$ cat config.mk
export PLATFORM = sky130hd
export DESIGN_NAME = rotor_cipher_engine
export DESIGN_NICKNAME = d
export VERILOG_FILES = /design/src/rtl/enigma_pkg.sv /design/src/rtl/rotor_stage.sv /design/src/rtl/rotor_cipher_engine.sv
export SDC_FILE = /design/constraint.sdc
export NUM_CORES = 1
export LEC_CHECK = 0
export CAP_MARGIN = 20
export CELL_PAD_IN_SITES_DETAIL_PLACEMENT = 2
export CELL_PAD_IN_SITES_GLOBAL_PLACEMENT = 2
export CORE_ASPECT_RATIO = 0.6
export CORE_MARGIN = 2
export CORE_UTILIZATION = 34
export DETAILED_ROUTE_END_ITERATION = 12
export GPL_ROUTABILITY_DRIVEN = 0
export PLACE_DENSITY_LB_ADDON = 0.1
export SKIP_CTS_REPAIR_TIMING = 1
export SYNTH_ARGS = -nofsm -noshare
export SYNTH_HDL_FRONTEND = slang
export SYNTH_HIERARCHICAL = 1
export SYNTH_SLANG_ARGS = --single-unit
$ cat constraint.sdc
create_clock -name clock -period 31.3 [get_ports clock]
set_clock_uncertainty 0.1 [all_clocks]
set_input_delay 6.26 -clock clock [delete_from_list [all_inputs] [get_ports clock]]
set_output_delay 6.26 -clock clock [all_outputs]
set_load 0.05 [all_outputs]
$ cat src/rtl/enigma_pkg.sv
// Rotor wirings, notches, reflector and mod-26 helpers
// shared by the rotor cipher datapath.
package enigma_pkg;

    localparam int ALPHA = 26;
    localparam logic [7:0] ASCII_A = 8'h41;
    localparam logic [7:0] ASCII_Z = 8'h5A;

    typedef logic [4:0] sym_t;

    // Rows are rotors I..V
    localparam int FWD [5][ALPHA] = '{
        '{4,10,12,5,11,6,3,16,21,25,13,19,14,
          22,24,7,23,20,18,15,0,8,1,17,2,9},
        '{0,9,3,10,18,8,17,20,23,1,11,7,22,
          19,12,2,16,6,25,13,15,24,5,21,14,4},
        '{1,3,5,7,9,11,2,15,17,19,23,21,25,
          13,24,4,8,22,6,0,10,12,20,18,16,14},
        '{4,18,14,21,15,25,9,0,24,16,20,8,17,
          7,23,11,13,5,19,6,10,3,2,12,22,1},
        '{21,25,1,17,6,8,19,24,20,15,18,3,13,
          7,11,23,0,22,12,9,16,14,5,4,2,10}
    };

    localparam int INV [5][ALPHA] = '{
        '{20,22,24,6,0,3,5,15,21,25,1,4,2,
          10,12,19,7,23,18,11,17,8,13,16,14,9},
        '{0,9,15,2,25,22,17,11,5,1,3,10,14,
          19,24,20,16,6,4,13,7,23,12,8,21,18},
        '{19,0,6,1,15,2,18,3,16,4,20,5,21,
          13,25,7,24,8,23,9,22,11,17,10,14,12},
        '{7,25,22,21,0,17,19,13,11,6,20,15,23,
          16,2,4,9,12,1,18,10,3,24,14,8,5},
        '{16,2,24,11,23,22,4,13,5,19,25,14,18,
          12,21,9,20,3,10,6,8,0,17,15,7,1}
    };

    localparam int NOTCH [5] = '{16, 4, 21, 9, 25};

    localparam int REFLECT_B [ALPHA] = '{
        24,17,20,7,16,18,11,3,15,23,13,6,14,
        10,12,8,4,1,5,25,2,22,21,9,0,19
    };

    // Wheel order, fastest first: III, II, I, IV
    localparam int ROTOR_SEL [4] = '{2, 1, 0, 3};

    function automatic sym_t addMod(sym_t a, sym_t b);
        logic [5:0] s;
        s = {1'b0, a} + {1'b0, b};
        return (s >= 6'd26) ? sym_t'(s - 6'd26) : sym_t'(s);
    endfunction

    function automatic sym_t subMod(sym_t a, sym_t b);
        return (a >= b) ? sym_t'(a - b) : sym_t'(a + 5'd26 - b);
    endfunction

    function automatic sym_t incMod(sym_t a);
        return (a == 5'd25) ? 5'd0 : sym_t'(a + 5'd1);
    endfunction

    function automatic sym_t fold(sym_t a);
        return (a >= 5'd26) ? sym_t'(a - 5'd26) : a;
    endfunction

endpackage

$ cat src/rtl/rotor_stage.sv
// Single rotor: forward wiring on the way in, inverse
// wiring on the way back from the reflector.
module rotor_stage
    import enigma_pkg::*;
#(
    parameter int SEL = 0
) (
    input  logic [4:0] pos,
    input  logic [4:0] fwdIn,
    output logic [4:0] fwdOut,
    input  logic [4:0] bwdIn,
    output logic [4:0] bwdOut
);

    sym_t fwdTap;
    sym_t bwdTap;

    assign fwdTap = sym_t'(FWD[SEL][addMod(fwdIn, pos)]);
    assign bwdTap = sym_t'(INV[SEL][addMod(bwdIn, pos)]);

    assign fwdOut = subMod(fwdTap, pos);
    assign bwdOut = subMod(bwdTap, pos);

endmodule

$ cat src/rtl/rotor_cipher_engine.sv
// Stepping rotor cipher with a single registered output
// stage and pass-through backpressure.
module rotor_cipher_engine
    import enigma_pkg::*;
#(
    parameter int NUM_ROTORS    = 3,
    parameter int PASS_NONALPHA = 1
) (
    input  logic                    clock,
    input  logic                    reset,
    input  logic                    load,
    input  logic [5*NUM_ROTORS-1:0] startPosition,
    input  logic                    inValid,
    output logic                    inReady,
    input  logic [7:0]              inChar,
    output logic                    outValid,
    input  logic                    outReady,
    output logic [7:0]              outChar,
    output logic [5*NUM_ROTORS-1:0] position
);

    sym_t posQ    [NUM_ROTORS];
    sym_t stepped [NUM_ROTORS];
    sym_t fwd     [NUM_ROTORS+1];
    sym_t bwd     [NUM_ROTORS+1];

    logic [NUM_ROTORS-1:0] atNotch;
    logic [NUM_ROTORS-1:0] stepEn;

    logic isLetter;
    logic inXfer;

    assign inReady  = !reset && !load && (!outValid || outReady);
    assign inXfer   = inValid && inReady;
    assign isLetter = (inChar >= ASCII_A) && (inChar <= ASCII_Z);

    assign fwd[0] = sym_t'(inChar - ASCII_A);
    assign bwd[NUM_ROTORS] = sym_t'(REFLECT_B[fwd[NUM_ROTORS]]);

    for (genvar i = 0; i < NUM_ROTORS; i++) begin : gRotor
        assign atNotch[i] = posQ[i] == sym_t'(NOTCH[ROTOR_SEL[i]]);
        assign stepped[i] = stepEn[i] ? incMod(posQ[i]) : posQ[i];
        assign position[5*i +: 5] = posQ[i];

        // Middle wheel also kicks itself on (double step)
        if (i == 0) begin : gFast
            assign stepEn[i] = 1'b1;
        end else if (i == 1 && NUM_ROTORS >= 3) begin : gDouble
            assign stepEn[i] = atNotch[0] | atNotch[1];
        end else begin : gCarry
            assign stepEn[i] = atNotch[i-1];
        end

        rotor_stage #(
            .SEL (ROTOR_SEL[i])
        ) uStage (
            .pos    (stepped[i]),
            .fwdIn  (fwd[i]),
            .fwdOut (fwd[i+1]),
            .bwdIn  (bwd[i+1]),
            .bwdOut (bwd[i])
        );
    end

    always_ff @(posedge clock) begin
        if (reset) begin
            outValid <= 1'b0;
            outChar  <= 8'h00;
            for (int i = 0; i < NUM_ROTORS; i++) begin
                posQ[i] <= 5'd0;
            end
        end else if (load) begin
            outValid <= 1'b0;
            for (int i = 0; i < NUM_ROTORS; i++) begin
                posQ[i] <= fold(startPosition[5*i +: 5]);
            end
        end else begin
            if (outReady) begin
                outValid <= 1'b0;
            end
            if (inXfer) begin
                if (isLetter) begin
                    outValid <= 1'b1;
                    outChar  <= {3'b000, bwd[0]} + ASCII_A;
                    for (int i = 0; i < NUM_ROTORS; i++) begin
                        posQ[i] <= stepped[i];
                    end
                end else if (PASS_NONALPHA != 0) begin
                    outValid <= 1'b1;
                    outChar  <= inChar;
                end
            end
        end
    end

endmodule

### Yosys cells after proc, flatten, opt, wreduce, memory -nomap -nowiden

Memory sizes are Yosys's and may differ from the RTL's.
Cells that the tools add are included.

* register bits after elaboration: 9
* RAM bits: 15
* ROM bits: 7168
* input bits: 28
* output and inout bits: 25
* logic and storage cells: 156
* memories kept: 8

* $add $sub $neg: 38
* $lt $le $gt $ge: 24
* equality and inequality tests: 5
* multiplexer cells: 53
* bitwise gates (word level): 15
* reductions and logical operators: 11

Memory list
* (name not given): depth 32, width 32, rd ports 1, clocked after memory_dff 0, write ports 0, line rotor_stage.sv:18 `assign fwdTap = sym_t'(FWD[SEL][addMod(fwdIn, pos)]);`
* (name not given): depth 32, width 32, rd ports 1, clocked after memory_dff 0, write ports 0, line rotor_stage.sv:19 `assign bwdTap = sym_t'(INV[SEL][addMod(bwdIn, pos)]);`
* (name not given): depth 32, width 32, rd ports 1, clocked after memory_dff 0, write ports 0, line rotor_stage.sv:18
* (name not given): depth 32, width 32, rd ports 1, clocked after memory_dff 0, write ports 0, line rotor_stage.sv:19
* (name not given): depth 32, width 32, rd ports 1, clocked after memory_dff 0, write ports 0, line rotor_stage.sv:19
* (name not given): depth 32, width 32, rd ports 1, clocked after memory_dff 0, write ports 0, line rotor_stage.sv:18
* 2 more memories

Operator list (count)
* $mux 5: 40
* $sub 5x5->5: 12
* $sub 5x5->5 const B: 9
* $ge 6x6->1 const B: 7
* $not 5->6: 7
* $add 5x5->6: 6
* $ge 6x5->1 const B: 6
* $add 5x5->5 const B: 6
* $ge 5x5->1: 6
* $eq 5x5->1 const B: 4
* $add 5x1->5 const B: 3
* $ge 5x5->1 const B: 3
* $mux 1: 12
* $add 5x7->8 const B: 1
* $ge 8x7->1 const B: 1
* $le 8x7->1 const B: 1
* $mux 8: 1
* $or 1x1->1: 7
* $eq 5x3->1 const B: 1
* $sub 5x1->5 const B: 1
* $logic_and 1x1->1: 4
* $logic_not 1->1: 3
* $reduce_and 2->1: 1
* $reduce_bool 2->1: 1
* other kinds (3): 3

### Longest topological paths before layout

Gate-level depths: netlist (run 1).
An unclocked memory read counts as a cell.

* word-level depth: 69
* mapped depth: 139
* gate-level depth less buffers: 136

### Hierarchy

The synthesis (run 1) kept the hierarchy.

By module, submodules not included
* rotor_cipher_engine: instances 1, cells each 253, area each 2225.9 um^2, seq. area each 630.6 um^2
* rotor_stage at gRotor[1].uStage: instances 1, cells each 272, area each 2079.5 um^2, seq. area each 0.0 um^2
* rotor_stage at gRotor[0].uStage: instances 1, cells each 260, area each 2050.7 um^2, seq. area each 0.0 um^2
* rotor_stage at gRotor[2].uStage: instances 1, cells each 269, area each 2009.4 um^2, seq. area each 0.0 um^2

### Worst setup path after synthesis (run 1)

Ideal clock, no wire load.

* path kind: input -> register
* start point: input port inChar[0]
* end point: register outChar[5]
* setup time: 86 ps
* data arrival time: 30170 ps
* data required time: 31114 ps
* slack: 944 ps
* cell stages on the path: 123
* buffers on the path: 6
* cells stage by stage: inv_1 > ha_1 > inv_1 > fa_1 > nor2b_1 > a221o_1 > nor4_1 > nor2_1 > xnor2_1 > ha_1 > inv_1 > or4_1 > a21oi_1 > a221o_1 > ha_1 > o21ai_0 > a31oi_1 > o21ai_0 > [87 not listed] > o21ai_0 > nand2_1 > o31a_1 > ha_1 > nand3_1 > a221oi_1 > a211o_1 > ha_1 > nor2b_1 > o21ai_0 > a31oi_1 > o21ai_0 > nand2b_1 > clkbuf_1 > o21ai_0 > and4_1 > a41oi_1 > a211oi_1

RTL lines
* start: declaration: line rotor_cipher_engine.sv:15 `input logic [7:0] inChar,`
* end signal: assignment: line rotor_cipher_engine.sv:84 `outChar <= {3'b000, bwd[0]} + ASCII_A;`
* end signal: assignment: line rotor_cipher_engine.sv:90 `outChar <= inChar;`
* end: declaration: line rotor_cipher_engine.sv:18 `output logic [7:0] outChar,`

==> results of run 1 <==
==> per-stage QoR <==
| step | TNS [ns] | hold slack, ns | setup WS [ns] | cell area (µm²) | cells |
|---|---|---|---|---|---|
| floorplan | 0 | 0.592 | 0.944 | 8370 | 1054 |
| global placement | -1.17 | 0.356 | -0.300 | 9660 | 1468 |
| detailed placement | -9.20 | 0.351 | -1.81 | 9660 | 1468 |
| CTS | -8.51 | 0.369 | -1.71 | 9760 | 1472 |
| global route | -3.41 | 0.399 | -0.804 | 11200 | 1516 |
| finish | 0 | 0.379 | 0.292 | 11200 | 1516 |
==> Yosys cell counts, types with 16 or more instances <==
library cell / count
a211oi_1: 16
a21o_1: 21
a21oi_1: 65
a31oi_1: 16
clkbuf_1: 21
fa_1: 24
ha_1: 150
inv_1: 119
mux2i_1: 31
nand2_1: 79
nand3_1: 22
nor2_1: 67
nor3_1: 16
o21ai_0: 78
xnor2_1: 45
xor2_1: 23
==> worst max path at each step <==
stage | start | end | slack, ns | cells past startpoint
2_1_floorplan | inChar[0] | outChar[5] | 0.94 | 123
3_3_place_gp | inChar[0] | outChar[4] | -0.30 | 121
3_5_place_dp | inChar[0] | outChar[5] | -1.81 | 125
4_1_cts | inChar[0] | outChar[5] | -1.71 | 125
5_1_grt | inChar[1] | outChar[4] | -0.80 | 123
6_report | inChar[1] | outChar[4] | 0.29 | 119
==> cells by family (layout without fill, tap and decap cells) <==
kind of cell    count (synthesis)  in the layout
compound gates                339            339
flops                          24             24
buf+inv                       145            284
mux                            41             41
fa+ha+maj                     174            174
simple gates                  260            260
xor+xnor                       71             72
==> worst register-to-register path, delay by kind of cell, from the launching register on <==
family,cells,cell delay [ns]
buffers and inverters,13,1.41
multiplexers,4,1.08
AND/OR/NAND/NOR,23,3.88
XOR/XNOR,14,2.79
adder cells (fa/ha/maj),22,7.07
flip-flops,1,0.50
AO/OA/AOI/OAI,42,8.61
==> layer usage <==
| layer | share of wire (%) | GRT usage [%] |
|---|---|---|
| met2 | 41 | 31.6 |
| met3 | 3.4 | 1.04 |
| met5 | 0 | 0 |
| met1 | 55 | 40.9 |
| met4 | 0.46 | 1.76 |
==> cell usage in the layout, fill, tap and decap left out, types with 15 or more instances in the layout <==
| cell type | count |
|---|---|
| a21o_1 | 20 |
| a21oi_1 | 45 |
| a21oi_2 | 17 |
| buf_4 | 101 |
| clkdlybuf4s50_1 | 51 |
| edfxtp_1 | 15 |
| fa_1 | 16 |
| ha_1 | 117 |
| ha_2 | 19 |
| inv_1 | 102 |
| inv_2 | 17 |
| mux2i_1 | 28 |
| nand2_1 | 73 |
| nand3_1 | 21 |
| nor2_1 | 62 |
| o21ai_0 | 56 |
| o21ai_1 | 16 |
| xnor2_1 | 29 |
==> state kept, by name, indices dropped and copies added (netlist names) <==
register  cells
posQ         15
outChar       8
outValid      1
==> area by class of cell <==
class	count	area (µm²)
tap	322	403
inverter	120	453
fill	2656	13000
sequential	24	631
multi-input combinational	886	8200
clock buffer	3	75.1
timing repair buffer	160	1360
clock inverter	1	30.0
==> metrics.csv, run 1 <==
metric;value;unit
status;finished, final reports clean;
initial core utilization;34.6;%
die height;126;µm
Async S/R FF share, synth;0;%
Max stage delay cell, worst path;fa_2;
Avg Inst Size Synth;7.94;µm²
post-synthesis adder-cell area fraction;28.2;%
crit end category;register;
Arr. time, crit path;31.06;ns
Bufs and invs on worst path;16;
vias in the first global route;8472;
crit-path max cell delay;0.59;ns
TritonCTS clock tree;done;
Post-Synthesis Cells;1054;
Worst Hold Class;reg -> reg;
largest family of logic cells by synthesized area;compound AO/OA/AOI/OAI gates;
Max-slew headroom;23.5;%
area leader, netlist;ha_1;
CTS Sinks;24;
top post-synthesis cells by area;ha_1 (22%), fa_1 (5.7%), edfxtp_1 (5.4%), inv_1 (5.3%), xnor2_1 (4.7%);
synthesized flop and latch total;24;
Synth Net Count;1256;
Final Critical Period;31.01;ns
# H-tree levels;1;
Vias/cell;5.71;
Post-synth EDFFs;15;
Synth Cell Area;8370;µm²
Congestion Overflow GR;0;
Unique masters post-synth;100;
post-synthesis simple-gate area fraction;15.9;%
number of I/O port buffers;52;
worst-path fanout max;8;
most used cell, CP;inv_1;
hold wc startpoint;outChar[4];
row cnt;44;
Post-Synth XOR/XNOR Area;7.78;%
total track usage;23.5;%
reg-to-reg slack, setup;5.74;ns
worst slew pin tran;1.14;ns
Yosys Warn Count;6;
critical path class;in -> reg;
die area;25900;µm²
fin crit share;99.1;%
io pins;53;
Final Net Count;1397;
Reg2Reg Depth;118;
Max Slew Vio Count;0;
Residual DRC;0;
reg2reg end;outChar[4];
DRT Pass-1 Iters;5;
die width;207;µm
Setup Viol. Count Final;0;
first-pass GRT wire length;49100;µm
Finished Core Util;46.2;%
r2r startpoint;posQ[0][0];
mux cell area share after synthesis;5.31;%
largest net degree at the start of global routing;18;
Hold Path Sink;outChar[4];
Synth Flop Type;edfxtp_1;
sequential area share after synthesis;7.54;%
Post-DP HPWL;25700;µm
Synth Area in Compound Gates;28.5;%
Startpoint Class;input pin;
layout overhead on the synthesized area;33.4;%
Detail Route Antenna Nets;0;
antenna violations before repair;1;
Req. time, crit path;31.35;ns
final hold violation count;0;
final WL;34500;µm
DRT iter0 DRCs;480;
TritonCTS Buffers;3;
maximum clock path buffer count;2;
clock slew at reported path FFs;0.06;ns
Core Area;24200;µm²
Via Count;8651;
later-pin clock latency in the skew report;0.27;ns
total of max-cap violations;0;
FMAX;0.0323;GHz
root buffer cell;clkbuf_16;
hold path cells;1;
proportion of netlist area held by the largest area contributor;22.4;%
Crit path max-delay family;compound AO/OA/AOI/OAI gates;
wire length per cell;22.7;µm
fraction of layout cells with a size suffix above 1;28.1;%
ANT cells;0;
Power of run 1 is left out: the tool's default activity adds up to more than one toggle a clock period on the data nets, which glitch-free logic cannot reach.
==> run 2, diff against run 1 <==
Settings changed: CORE_ASPECT_RATIO 0.6 to unset.
==> run 2 against run 1 <==
Clock-buffer cell count up 1. Design area down 0.63%. Final cell count up 0.73%. Via count down 1.7%. Register-to-register slack better by 0.12 ns. Core utilization down 0.44 points. Global-route usage down 1.2 points. Wire length down 6.2%. Critical path depth down 4. Setup slack better by 0.47 ns. Sequential cell count unchanged. Critical path type unchanged. Critical endpoint is now outChar[2]. Largest cell class unchanged. Highest routed layer unchanged.
==> metrics.csv, run 2 (synthesis results as in run 1) <==
metric;value;unit;change
most common cell after layout, fill and taps aside;ha_1;;
Final Non-Filler Cells;1527;;+0.73%
setup TNS;0;ns;unchanged
largest net degree at the start of global routing;16;;-2
# H-tree levels;1;;unchanged
Vias/cell;5.57;;-2.4%
Setup crit end;outChar[2];;
row cnt;57;;+30%
Via Count;8502;;-1.7%
CTS Sinks;24;;unchanged
root buffer cell;clkbuf_16;;
fin crit share;97.6;%;-1.5 points
TritonCTS Buffers;3;;unchanged
reg-to-reg slack, setup;5.86;ns;+0.12 ns
Seq. cell area;631;µm²;unchanged
r2r startpoint;posQ[0][1];;
Setup Viol. Count Final;0;;unchanged
number of I/O port buffers;52;;unchanged
Core Area;24200;µm²;+0.33%
ANT cells;0;;unchanged
total track usage;22.3;%;-1.2 points
crit-path max cell delay;0.58;ns;about the same
Max stage delay cell, worst path;or4_4;;
die height;161;µm;+28%
Post-DP HPWL;24600;µm;-4.1%
antenna violations before repair;0;;-1
reg2reg end;outChar[2];;
Final Net Count;1406;;+0.64%
Max Slew Vio Count;0;;unchanged
crit path from;inChar[3];;
worst-path fanout max;9;;+1
Final Critical Period;30.54;ns;-0.472 ns
wire length per cell;21.2;µm;-6.9%
Top reg by flops;posQ;;
dpl cells;1470;;+0.14%
Finished Core Util;45.7;%;-0.44 points
Detail Route Antenna Nets;0;;unchanged
die width;161;µm;-22%
area of the multi-input gates;8090;µm²;-1.3%
status;finished, final reports clean;;
worst hold margin;0.386;ns;+0.00696 ns
critical path class;in -> reg;;
Startpoint Class;input pin;;
io pins;53;;unchanged
max reg flops;15;;unchanged
Max-slew headroom;46.9;%;+23 points
fraction of layout cells with a size suffix above 1;26.2;%;-2.0 points
layout overhead on the synthesized area;32.5;%;
largest registers;posQ x15, outChar x8, outValid x1;;
worst slew pin tran;0.793;ns;-0.351 ns
crit end category;register;;
Filler cells;2693;;+1.4%
later-pin clock latency in the skew report;0.26;ns;about the same
Req. time, crit path;31.34;ns;about the same
total of max-cap violations;0;;unchanged
Residual DRC;0;;unchanged
first-pass GRT wire length;47600;µm;-3.1%
Reg2Reg Depth;118;;unchanged
TritonCTS clock tree;done;;
FMAX;0.0327;GHz;+1.5%
die area;25900;µm²;-0.16%
Congestion Overflow GR;0;;unchanged
Worst Hold Class;reg -> reg;;
DRT Pass-1 Iters;5;;unchanged
initial core utilization;34.5;%;-0.11 points
Arr. time, crit path;30.57;ns;-0.49 ns
final WL;32300;µm;-6.2%
final hold violation count;0;;unchanged
DRT iter0 DRCs;358;;-25%
clock slew at reported path FFs;0.07;ns;about the same
vias in the first global route;8889;;+4.9%
maximum clock path buffer count;2;;unchanged
most frequent cells in the layout;ha_1 (123), buf_4 (116), inv_1 (110), nand2_1 (74), nor2_1 (61);;
[run 2: cell count changes in the layout (fill, tap and decap cells not counted), moves of 4 or more]
cell     delta
a21oi_1     +4
buf_4      +15
buf_6       -4
ha_1        +6
ha_2        -4
inv_1       +8
inv_2       -7
[run 2: final cells by class]
| class | instances | share of cell area (%) |
|---|---|---|
| clock buffers | 4 | 0.903 |
| repair buffers | 169 | 12.7 |
| well taps | 324 | 3.66 |
| flip-flops and latches | 24 | 5.69 |
| multi-input cells | 886 | 73.0 |
| inverters | 120 | 4.06 |
[run 2: through the flow]
| step | worst slack, ns | area (µm²) |
|---|---|---|
| finish | 0.765 | 11100 |
| global route | -0.784 | 11100 |
| CTS | -1.38 | 9760 |
| detailed placement | -1.40 | 9660 |
| global placement | -0.324 | 9660 |
| floorplan | 0.944 | 8370 |
[run 2: metal layers]
layer / vias up / routed length [µm] / track usage [%]
met1: 4295 / 14600 / 29.7
met3: 20 / 345 / 0.697
met2: 72 / 17100 / 41.1
met5: - / 0 / 0
li1: 4115 / - / -
met4: 0 / 303 / 3.17
[run 2: worst max-delay path: cells and delay by family]
kind | cells | cell delay, ns
AO/OA/AOI/OAI | 47 | 9.16
XOR/XNOR | 13 | 2.83
adder cells (fa/ha/maj) | 18 | 5.23
buffers and inverters | 9 | 1.46
multiplexers | 5 | 1.33
AND/OR/NAND/NOR | 23 | 4.27
[run 2: worst min-delay path by stage]
stage | to | startpoint | depth (start not counted) | slack (ns)
2_1_floorplan | outChar[2] | outChar[2] | 2 | 0.59
3_3_place_gp | outChar[4] | outChar[4] | 1 | 0.36
3_5_place_dp | outChar[4] | outChar[4] | 1 | 0.37
4_1_cts | outChar[4] | outChar[4] | 1 | 0.38
5_1_grt | outChar[3] | outChar[3] | 1 | 0.41
6_report | outChar[4] | outChar[4] | 1 | 0.39
Power of run 2 is left out for the same reason.
